## config.mk

```make
export PLATFORM = sky130hd
export DESIGN_NAME = pool_flatten_buf
export DESIGN_NICKNAME = d
export VERILOG_FILES = /design/src/rtl/pool_flatten_pkg.sv /design/src/rtl/flatten_bank.sv /design/src/rtl/pool_flatten_buf.sv
export SDC_FILE = /design/constraint.sdc
export NUM_CORES = 2
export LEC_CHECK = 0
export ABC_AREA = 1
export CAP_MARGIN = 20
export CORE_MARGIN = 2
export CORE_UTILIZATION = 25
export CTS_CLUSTER_DIAMETER = 120
export DETAILED_ROUTE_END_ITERATION = 12
export GPL_ROUTABILITY_DRIVEN = 0
export PLACE_DENSITY = 0.38
export REMOVE_ABC_BUFFERS = 1
export SLEW_MARGIN = 25
export SYNTH_ARGS = -nofsm -noshare
export SYNTH_HDL_FRONTEND = slang
export SYNTH_SLANG_ARGS = --single-unit
```

## constraint.sdc

```tcl
create_clock -name iClk -period 2.7 [get_ports iClk]
set_input_delay 0.54 -clock iClk [delete_from_list [all_inputs] [get_ports iClk]]
set_output_delay 0.54 -clock iClk [all_outputs]
set_load 0.05 [all_outputs]
```

## src/rtl/pool_flatten_pkg.sv

```systemverilog
// Shared types and helpers for the pooled-frame flatten buffer: FSM state, sizing
// functions and the shift/round/saturate requantizer applied at write time.
package pool_flatten_pkg;

  typedef enum logic {FILL = 1'b0, DRAIN = 1'b1} state_t;

  localparam int N_CH = 4;
  localparam int XW   = 64;

  function automatic int cnt_w(input int n_pix);
    return $clog2(n_pix + 1);
  endfunction

  function automatic int total_len(input int n_pix);
    return N_CH * n_pix;
  endfunction

  // One extra bit keeps the rounding add from wrapping at the top of the range.
  function automatic logic signed [XW:0] rq_round(input logic signed [XW-1:0] x, input int q_shift);
    logic signed [XW:0] t;
    t = {x[XW-1], x};
    if (q_shift > 0) t = (t + (65'sd1 <<< (q_shift - 1))) >>> q_shift;
    return t;
  endfunction

  function automatic logic rq_sat(input logic signed [XW-1:0] x, input int q_shift, input int out_w);
    logic signed [XW:0] t;
    logic signed [XW:0] hi;
    t  = rq_round(x, q_shift);
    hi = (65'sd1 <<< (out_w - 1)) - 65'sd1;
    return (t > hi) || (t < (-hi - 65'sd1));
  endfunction

  function automatic logic signed [XW-1:0] rq(input logic signed [XW-1:0] x, input int q_shift, input int out_w);
    logic signed [XW:0] t;
    logic signed [XW:0] hi;
    t  = rq_round(x, q_shift);
    hi = (65'sd1 <<< (out_w - 1)) - 65'sd1;
    if (t > hi) t = hi;
    else if (t < (-hi - 65'sd1)) t = -hi - 65'sd1;
    return XW'(t);
  endfunction

endpackage

```

## src/rtl/flatten_bank.sv

```systemverilog
// One channel's frame store: single write port, registered read port.
// rdata holds its last value while re is low, which the top relies on when stalled.
module flatten_bank #(
  parameter int DEPTH = 39,
  parameter int W     = 8,
  parameter int AW    = 6
) (
  input  logic          clk,
  input  logic          we,
  input  logic [AW-1:0] waddr,
  input  logic [W-1:0]  wdata,
  input  logic          re,
  input  logic [AW-1:0] raddr,
  output logic [W-1:0]  rdata
);

  logic [W-1:0] mem [DEPTH];

  always_ff @(posedge clk) begin
    if (we) mem[waddr] <= wdata;
    if (re) rdata <= mem[raddr];
  end

endmodule

```

## src/rtl/pool_flatten_buf.sv

```systemverilog
// Captures a 4-channel pooled frame, requantized, then replays it channel-major over valid/ready;
// first output 2 cycles into DRAIN, full rate under iReady; POOL_FLATTEN_SAT_CNT_EN adds oSatCnt.
module pool_flatten_buf
  import pool_flatten_pkg::*;
#(
  parameter int In_d_W  = 32,
  parameter int Out_d_W = 8,
  parameter int N_PIX   = 39,
  parameter int Q_SHIFT = 4
) (
  input  logic                      iClk,
  input  logic                      iRst,
  input  logic [3:0]                iValid4,
  input  logic signed [In_d_W-1:0]  iData0,
  input  logic signed [In_d_W-1:0]  iData1,
  input  logic signed [In_d_W-1:0]  iData2,
  input  logic signed [In_d_W-1:0]  iData3,
  output logic                      oValid,
  input  logic                      iReady,
  output logic signed [Out_d_W-1:0] oData,
  output logic                      oLast,
  output logic                      oBusy,
  output logic                      oOvf
`ifdef POOL_FLATTEN_SAT_CNT_EN
  ,
  output logic [15:0]               oSatCnt
`endif
);

  localparam int CW    = cnt_w(N_PIX);
  localparam int TOTAL = total_len(N_PIX);
  localparam int TW    = $clog2(TOTAL + 1);
  localparam logic [CW-1:0] PIX_FULL = CW'(N_PIX);
  localparam logic [CW-1:0] PIX_LAST = CW'(N_PIX - 1);
  localparam logic [TW-1:0] NUM_ALL  = TW'(TOTAL);
  localparam logic [TW-1:0] NUM_LAST = TW'(TOTAL - 1);

  state_t                   state;
  logic [CW-1:0]            wcnt   [N_CH];
  logic signed [In_d_W-1:0] in_dat [N_CH];
  logic [Out_d_W-1:0]       rq_dat [N_CH];
  logic [Out_d_W-1:0]       rd_dat [N_CH];
  logic [N_CH-1:0]          wr_en, rd_en;
  logic                     all_full;
  logic [1:0]               rd_ch, s1_ch;
  logic [CW-1:0]            rd_pix;
  logic [TW-1:0]            rd_num;
  logic                     s1_vld, s1_last;
  logic                     out_adv, issue, frame_done;

  assign in_dat[0] = iData0;
  assign in_dat[1] = iData1;
  assign in_dat[2] = iData2;
  assign in_dat[3] = iData3;

  // s1 is the bank-output stage; the output register doubles as the skid slot.
  assign out_adv    = !oValid || iReady;
  assign issue      = (state == DRAIN) && (rd_num != NUM_ALL) && (!s1_vld || out_adv);
  assign frame_done = oValid && iReady && oLast;
  assign oBusy      = (state == DRAIN);

  always_comb begin
    all_full = 1'b1;
    wr_en    = '0;
    rd_en    = '0;
    for (int k = 0; k < N_CH; k++) begin
      rq_dat[k] = Out_d_W'(rq(XW'(in_dat[k]), Q_SHIFT, Out_d_W));
      wr_en[k]  = (state == FILL) && iValid4[k] && (wcnt[k] != PIX_FULL);
      rd_en[k]  = issue && (rd_ch == 2'(k));
      all_full &= (wcnt[k] == PIX_FULL);
    end
  end

  for (genvar k = 0; k < N_CH; k++) begin : g_bank
    flatten_bank #(.DEPTH(N_PIX), .W(Out_d_W), .AW(CW)) u_bank (
      .clk  (iClk),
      .we   (wr_en[k]),
      .waddr(wcnt[k]),
      .wdata(rq_dat[k]),
      .re   (rd_en[k]),
      .raddr(rd_pix),
      .rdata(rd_dat[k])
    );
  end

  always_ff @(posedge iClk) begin
    if (iRst) begin
      state   <= FILL;
      for (int k = 0; k < N_CH; k++) wcnt[k] <= '0;
      rd_ch   <= '0;
      rd_pix  <= '0;
      rd_num  <= '0;
      s1_vld  <= 1'b0;
      s1_ch   <= '0;
      s1_last <= 1'b0;
      oValid  <= 1'b0;
      oData   <= '0;
      oLast   <= 1'b0;
      oOvf    <= 1'b0;
    end else if (state == FILL) begin
      for (int k = 0; k < N_CH; k++) if (wr_en[k]) wcnt[k] <= wcnt[k] + 1'b1;
      if (|(iValid4 & ~wr_en)) oOvf <= 1'b1;
      if (all_full) state <= DRAIN;
    end else begin
      if (|iValid4) oOvf <= 1'b1;
      if (issue) begin
        s1_ch   <= rd_ch;
        s1_last <= (rd_num == NUM_LAST);
        rd_num  <= rd_num + 1'b1;
        if (rd_pix == PIX_LAST) begin
          rd_pix <= '0;
          rd_ch  <= rd_ch + 1'b1;
        end else begin
          rd_pix <= rd_pix + 1'b1;
        end
      end
      if (!s1_vld || out_adv) s1_vld <= issue;
      if (out_adv) begin
        oValid <= s1_vld;
        oData  <= rd_dat[s1_ch];
        oLast  <= s1_vld && s1_last;
      end
      if (frame_done) begin
        state  <= FILL;
        for (int k = 0; k < N_CH; k++) wcnt[k] <= '0;
        rd_ch  <= '0;
        rd_pix <= '0;
        rd_num <= '0;
        s1_vld <= 1'b0;
        oValid <= 1'b0;
        oLast  <= 1'b0;
      end
    end
  end

`ifdef POOL_FLATTEN_SAT_CNT_EN
  logic [N_CH-1:0] sat_hit;
  logic [16:0]     sat_sum;

  always_comb begin
    sat_hit = '0;
    for (int k = 0; k < N_CH; k++)
      sat_hit[k] = wr_en[k] && rq_sat(XW'(in_dat[k]), Q_SHIFT, Out_d_W);
    sat_sum = {1'b0, oSatCnt} + 17'($countones(sat_hit));
  end

  always_ff @(posedge iClk) begin
    if (iRst || frame_done) oSatCnt <= '0;
    else if (state == FILL) oSatCnt <= sat_sum[16] ? 16'hFFFF : sat_sum[15:0];
  end
`endif

endmodule

```

======== Word-level counts from Yosys, hierarchy flattened ========
Memory sizes are Yosys's and may differ from the RTL's. A register that Yosys moved wholly into a read port is not among the register bits.
Index checks and enable logic that the tools add are counted.
word-level totals
  memory bits (read-only) ................. 0
  memories kept ........................... 5
  input port bits ......................... 135
  memory bits (writable) .................. 1,272
  output and inout port bits .............. 12
  bits in latches ......................... 0
  logic and storage cells ................. 167
  register bits after elaboration ......... 32
operators by class
  $lt $le $gt $ge ......................... 9
  multipliers ............................. 0
  shift operators ......................... 0
  reductions and logical operators ........ 36
  equality and inequality tests ........... 15
  div/mod/pow operators ................... 0
  add/sub/neg operators ................... 11
  bitwise operators ....................... 15
  multiplexer cells ....................... 65
memory list
  memory                words  bits a word  read ports  clocked after Yosys merged registers in  wr ports  line                    RTL
  g_bank[0].u_bank.mem  39     8            1           1                                        1         flatten_bank.sv:17      logic [W-1:0] mem [DEPTH];
  g_bank[1].u_bank.mem  39     8            1           1                                        1         flatten_bank.sv:17
  g_bank[2].u_bank.mem  39     8            1           1                                        1         flatten_bank.sv:17
  g_bank[3].u_bank.mem  39     8            1           1                                        1         flatten_bank.sv:17
  wcnt                  4      6            4           0                                        4         pool_flatten_buf.sv:39  logic [CW-1:0] wcnt [N_CH];
operators by type and width
  cell                     number
  $add A32 B5 Y33 const B  4
  $gt A29 B8 Y1 const B    4
  $lt A29 B8 Y1 const B    4
  $mux W8                  12
  $mux W6                  11
  $mux W1                  38
  $add A6 B1 Y6 const B    5
  $eq A6 B6 Y1 const B     5
  $ne A6 B6 Y1 const B     4
  $logic_and A1 B1 Y1      17
  $bmux W8 S2              1
  $reduce_and A2 Y1        6
  $reduce_bool A2 Y1       5
  $add A8 B1 Y8 const B    1
  $eq A8 B8 Y1 const B     1
  $ne A8 B8 Y1 const B     1
  $or A1 B1 Y1             8
  $reduce_or A4 Y1         2
  $mux W2                  3
  $and A4 B4 Y4            1
  $eq A2 B2 Y1 const B     2
  $not A4 Y4               1
  $and A1 B1 Y1            3
  $ge A3 B3 Y1 const B     1
  9 further kinds          11

======== Logic depth before layout (Yosys ltp) ========
  depth after elaboration ................. 9
  gate-level depth with buffers ........... 16
  depth with buffers taken out ............ 16

======== Hierarchy ========
A second synthesis with hierarchy kept.
unflattened totals
  cells, all modules ...................... 5,744
  area total of the unflattened synthesis .. 59,617.2 um^2
by module, submodules not included
  module                               cells each  seq. area each (um^2)  area each (um^2)  times used
  flatten_bank (g_bank[1].u_bank ...)  1,101       9,609.2                13,068.8          3
  flatten_bank (g_bank[0].u_bank)      1,106       9,609.2                13,091.3          1
  pool_flatten_buf                     1,335       1,241.2                7,319.5           1

======== Worst setup path before layout ========
Ideal clock, no wire load.
  path kind ............................... input to register
  start ................................... input iData2[3]
  end ..................................... memory g_bank[2].u_bank.mem[0][0] (data pin)
  setup time .............................. 0.425 ns
  stages .................................. 14
  path buffers ............................ 0
  slack ................................... -0.010 ns
  data required time ...................... 2.275 ns
  data arrival time ....................... 2.285 ns
  cell sequence ........................... ha_1 -> nand3_1 -> inv_1 -> nand2_1 -> nor2_1 -> nand2_1 -> nor2_1 -> nand3_1 -> nand2_1 -> inv_1 -> nor2_1 -> nand3_1 -> nand2_1 -> nand2_1
between the ends
  longest elaborated chain between the ends .. 4
  elaborated cells between the ends (all ways) .. 5
  classes of those cells .................. add/sub (1); order compare (2); mux (2)
ends and longest elaborated chain
  item                                 line                    RTL
  start: declaration                   pool_flatten_buf.sv:16  input logic signed [In_d_W-1:0] iData2,
  $add A32 B5 Y33 *                    pool_flatten_pkg.sv:22  if (q_shift > 0) t = (t + (65'sd1 <<< (q_shift - 1))) >>> q_shift;
  $lt A29 B8 Y1                        pool_flatten_pkg.sv:40  else if (t < (-hi - 65'sd1)) t = -hi - 65'sd1;
  $mux W8                              pool_flatten_pkg.sv:40
  $mux W8 *                            pool_flatten_pkg.sv:39  if (t > hi) t = hi;
  named net g_bank[2].u_bank.wdata[0]  flatten_bank.sv:11      input logic [W-1:0] wdata,
  end: declaration                     flatten_bank.sv:17
The timed path passes the listed nets; every way through them passes the cells marked *.

==> flow_summary_export.csv <==
group,metric,value,unit
routing,wl,184600,µm
die,core-area,227700,µm²
final_layout,seqCellArea,39690,µm²
logic_synthesis,syn_area,57300,µm²
grt,antenna_found_initial,6,
power_and_ir_drop,vdd_drop_max,0.5524,mV
routing,dr.pass1.iters,7,
run_status,status,"finished clean",
power_and_ir_drop,pwr-share-comb,0.044,
worst_setup_path,crit_type,"reg -> reg",
clocking,cts_made_buffers,153,
logic_synthesis,ys_seq_elements,1336,
die,die_y,482.7,µm
hold_path,min_path_type,"reg -> reg",
clocking,cts_hold_buf,0,
run,maxCapViolCount,0,
worst_setup_path,r2r-end,"g_bank[2].u_bank.rdata[6]",
worst_setup_path,ff2ff_path_depth,10,
power_and_ir_drop,internal_power,0.03494,W
clocking,root_buffer,"clkbuf_16",
grt,grt.total_usage,0.1562,
sta,fmax,372.2,MHz
worst_setup_path,critPathCaptureType,"flip-flop",
routing,wl_per_cell,20.61,µm
grt,grt_max_degree,62,
routing,vias,40893,
placed_design,hpwl,121000,µm
placed_design,place_area,67320,µm²
hold_path,hold_depth,2,
routing,first_iter_violations,2988,
clocking,clkSinkCount,1336,
power_and_ir_drop,swShare,0.2156,
sta,hold_viol_final,0,
worst_setup_path,required,3.36,ns
final_layout,fin_area,72050,µm²
logic_synthesis,synth_area_per_cell,11.20,µm²
final_layout,mostFrequentLayoutCell,"edfxtp_1",
routing,ant_nets,0,
power_and_ir_drop,pwr-share-clk,0.439,
power_and_ir_drop,power.density,618.2,nW/µm²
clocking,insertion_delay,0.79,ns
final_layout,area_growth,25.76,%
final_layout,fin_nets,5974,
final_layout,final_core_util,0.3164,
placed_design,dp_slack,-0.6032,ns
worst_setup_path,arrival,3.35,ns
power_and_ir_drop,seqPwrFrac,0.517,
sta,finalSetupViolations,0,
routing,vias_per_cell,4.565,
sta,fin_ws,0.01298,ns
routing,drc,0,
die,die_w,482.7,µm
worst_setup_path,ff2ff_setup_slack,0.01,ns
die,pin_count,147,
sta,drv_slew,0,
clocking,cts_tree,"yes",
logic_synthesis,synth_cells,5118,
grt,grt_overflow,0,
final_layout,multi_input_area,15780,µm²
sta,rsz0062_at_grt,"false",
sta,relSlewSlack,0.6083,
logic_synthesis,synthFlopType,"edfxtp_1",
die,initial_core_util,0.2516,
grt,grt_pass1_vias,40715,
clocking,cts-htree-levels,4,
power_and_ir_drop,p_leak,25.02,nW
hold_path,min_to,"rd_num[6]",
final_layout,drive_gt1_frac,0.1550,
sta,fin_skew,0.02541,ns
sta,fin_crit,2.687,ns
placed_design,io_buffer_count,134,
worst_setup_path,startpoint_type,"flip-flop",
logic_synthesis,ys_types,45,
sta,finalCritPeriodShare,0.9952,
final_layout,fill_cells,23201,
worst_setup_path,r2r_start,"rd_pix[0]",
sta,worst_pin_slew,0.5868,ns
clocking,cts.path.max_buffers,3,
hold_path,min_from,"rd_num[6]",
power_and_ir_drop,switchingPower,0.009604,W
logic_synthesis,ys_seq_area_frac,0.6925,
logic_synthesis,synth_warnings,0,
die,rows,175,
logic_synthesis,async_flop_share,0,
worst_setup_path,worst-path-max-fanout,61,
logic_synthesis,synth_edf_count,1292,
final_layout,final_cell_mix,"edfxtp_1, nor2_1, nand2_1",
die,die_area,233000,µm²
grt,grt_pass1_wl,272300,µm
clocking,path_clk_slew,0.06,ns
## worst max path at each step
stage | start | end | slack (ns) | cells past startpoint
3_3_place_gp | iData3[3] | g_bank[3].u_bank.mem[35][6] | -0.58 | 15
3_5_place_dp | iData3[3] | g_bank[3].u_bank.mem[34][6] | -0.60 | 14
2_1_floorplan | rd_pix[0] | g_bank[0].u_bank.rdata[3] | -21.78 | 11
6_report | rd_pix[0] | g_bank[2].u_bank.rdata[6] | 0.01 | 10
4_1_cts | rd_pix[0] | g_bank[2].u_bank.rdata[6] | 0.01 | 10
5_1_grt | rd_pix[0] | g_bank[0].u_bank.rdata[2] | 0.002 | 10
## worst max-delay path, cell delays in order, from the launching register on
cell      delay [ns]
dfxtp_4         0.45
buf_4           0.15
buf_12          0.23
o21ai_0         0.15
o221ai_1        0.40
nand3_1         0.21
nand3_1         0.21
a21oi_1         0.09
buf_4           0.17
o21ai_0         0.26
buf_4           0.16
## synth_stat cells, types with 6 or more instances
library cell  number  area (µm²)
edfxtp_1        1292       38800
nor2_1          1009        3787
nand2_1          760        2853
o21ai_0          656        3283
inv_1            196       735.7
clkbuf_1         190       713.2
o22ai_1          187        1170
nand3_1          178       890.9
a21oi_1          137       685.7
o221ai_1          68       595.6
buf_2             63       315.3
o211ai_1          57       427.9
nand4_1           46       287.8
dfxtp_1           44       880.8
nor3_1            27       135.1
xor2_1            27       236.5
nand3b_1          22       165.2
xnor2_1           22       192.7
mux2i_1           21       210.2
ha_1              16       200.2
a32oi_1           13       113.9
a211oi_1           8       60.06
o21bai_1           8       60.06
o31ai_1            8       60.06
nor2_4             7       78.83
buf_1              6       22.52
buf_4              6       45.04
inv_2              6       22.52
## cell type report
class	count	area share
clock inverter	84	0.008144
sequential	1336	0.5509
inverter	206	0.01127
timing repair inverter	1	0.0001563
antenna	1	0.00003473
timing repair buffer	814	0.1021
multi-input combinational	3311	0.2190
tap	3009	0.05225
clock buffer	196	0.05626
## registers in the layout, indices dropped and copies added, names as in the netlist
register and cells:
oOvf 1, oLast 1, rd_pix 6, s1_vld 1, s1_ch 2, rd_num 8, rd_ch 2, g_bank.u_bank.mem 1248
g_bank.u_bank.rdata 32, s1_last 1, wcnt 24, oData 8, oBusy 1, oValid 1
## stage by stage
step                      power (W)  hold slack (ns)  instances  setup TNS (ns)
final                       0.04454           0.4626       8958               0
after global placement      0.02544           0.4579       8670         -605.67
after floorplan             0.02418           0.4384       4853         -868.60
after global routing        0.04609           0.4751       8958               0
after CTS                   0.04521           0.4679       8950               0
after detailed placement    0.02545           0.4593       8670         -622.36
## power groups by stage
stage	clock network, W	registers, W	logic (W)
finish	0.0196	0.0230	0.00194
global route	0.0209	0.0230	0.00214
CTS	0.0202	0.0230	0.00199
detailed placement	0	0.0235	0.00199
global placement	0	0.0235	0.00199
floorplan	0	0.0235	0.000707
## cells by family after synthesis
kind of cell    after synthesis  synth area share
xor+xnor                     49          0.007490
simple gates               2068            0.1454
fa+ha+maj                    16          0.003494
flops                      1336            0.6925
compound gates             1157            0.1147
buf+inv                     471           0.03267
mux                          21          0.003669
## repair_timing
action                     CTS  global route
resized for setup            9            14
gates cloned                 0             1
pin swaps                    0             1
buffers inserted             0             6
setup endpoints to repair    9           872
## per-layer routing
layer / routed length [µm] / vias to the layer above / track usage
li1: - / 19827 / -
met3: 7093 / 212 / 0.02220
met5: 14 / - / 0
met1: 85270 / 20087 / 0.2122
met4: 4085 / 2 / 0.04146
met2: 88170 / 765 / 0.2602
No activity file was read; power rests on OpenSTA's default activity.
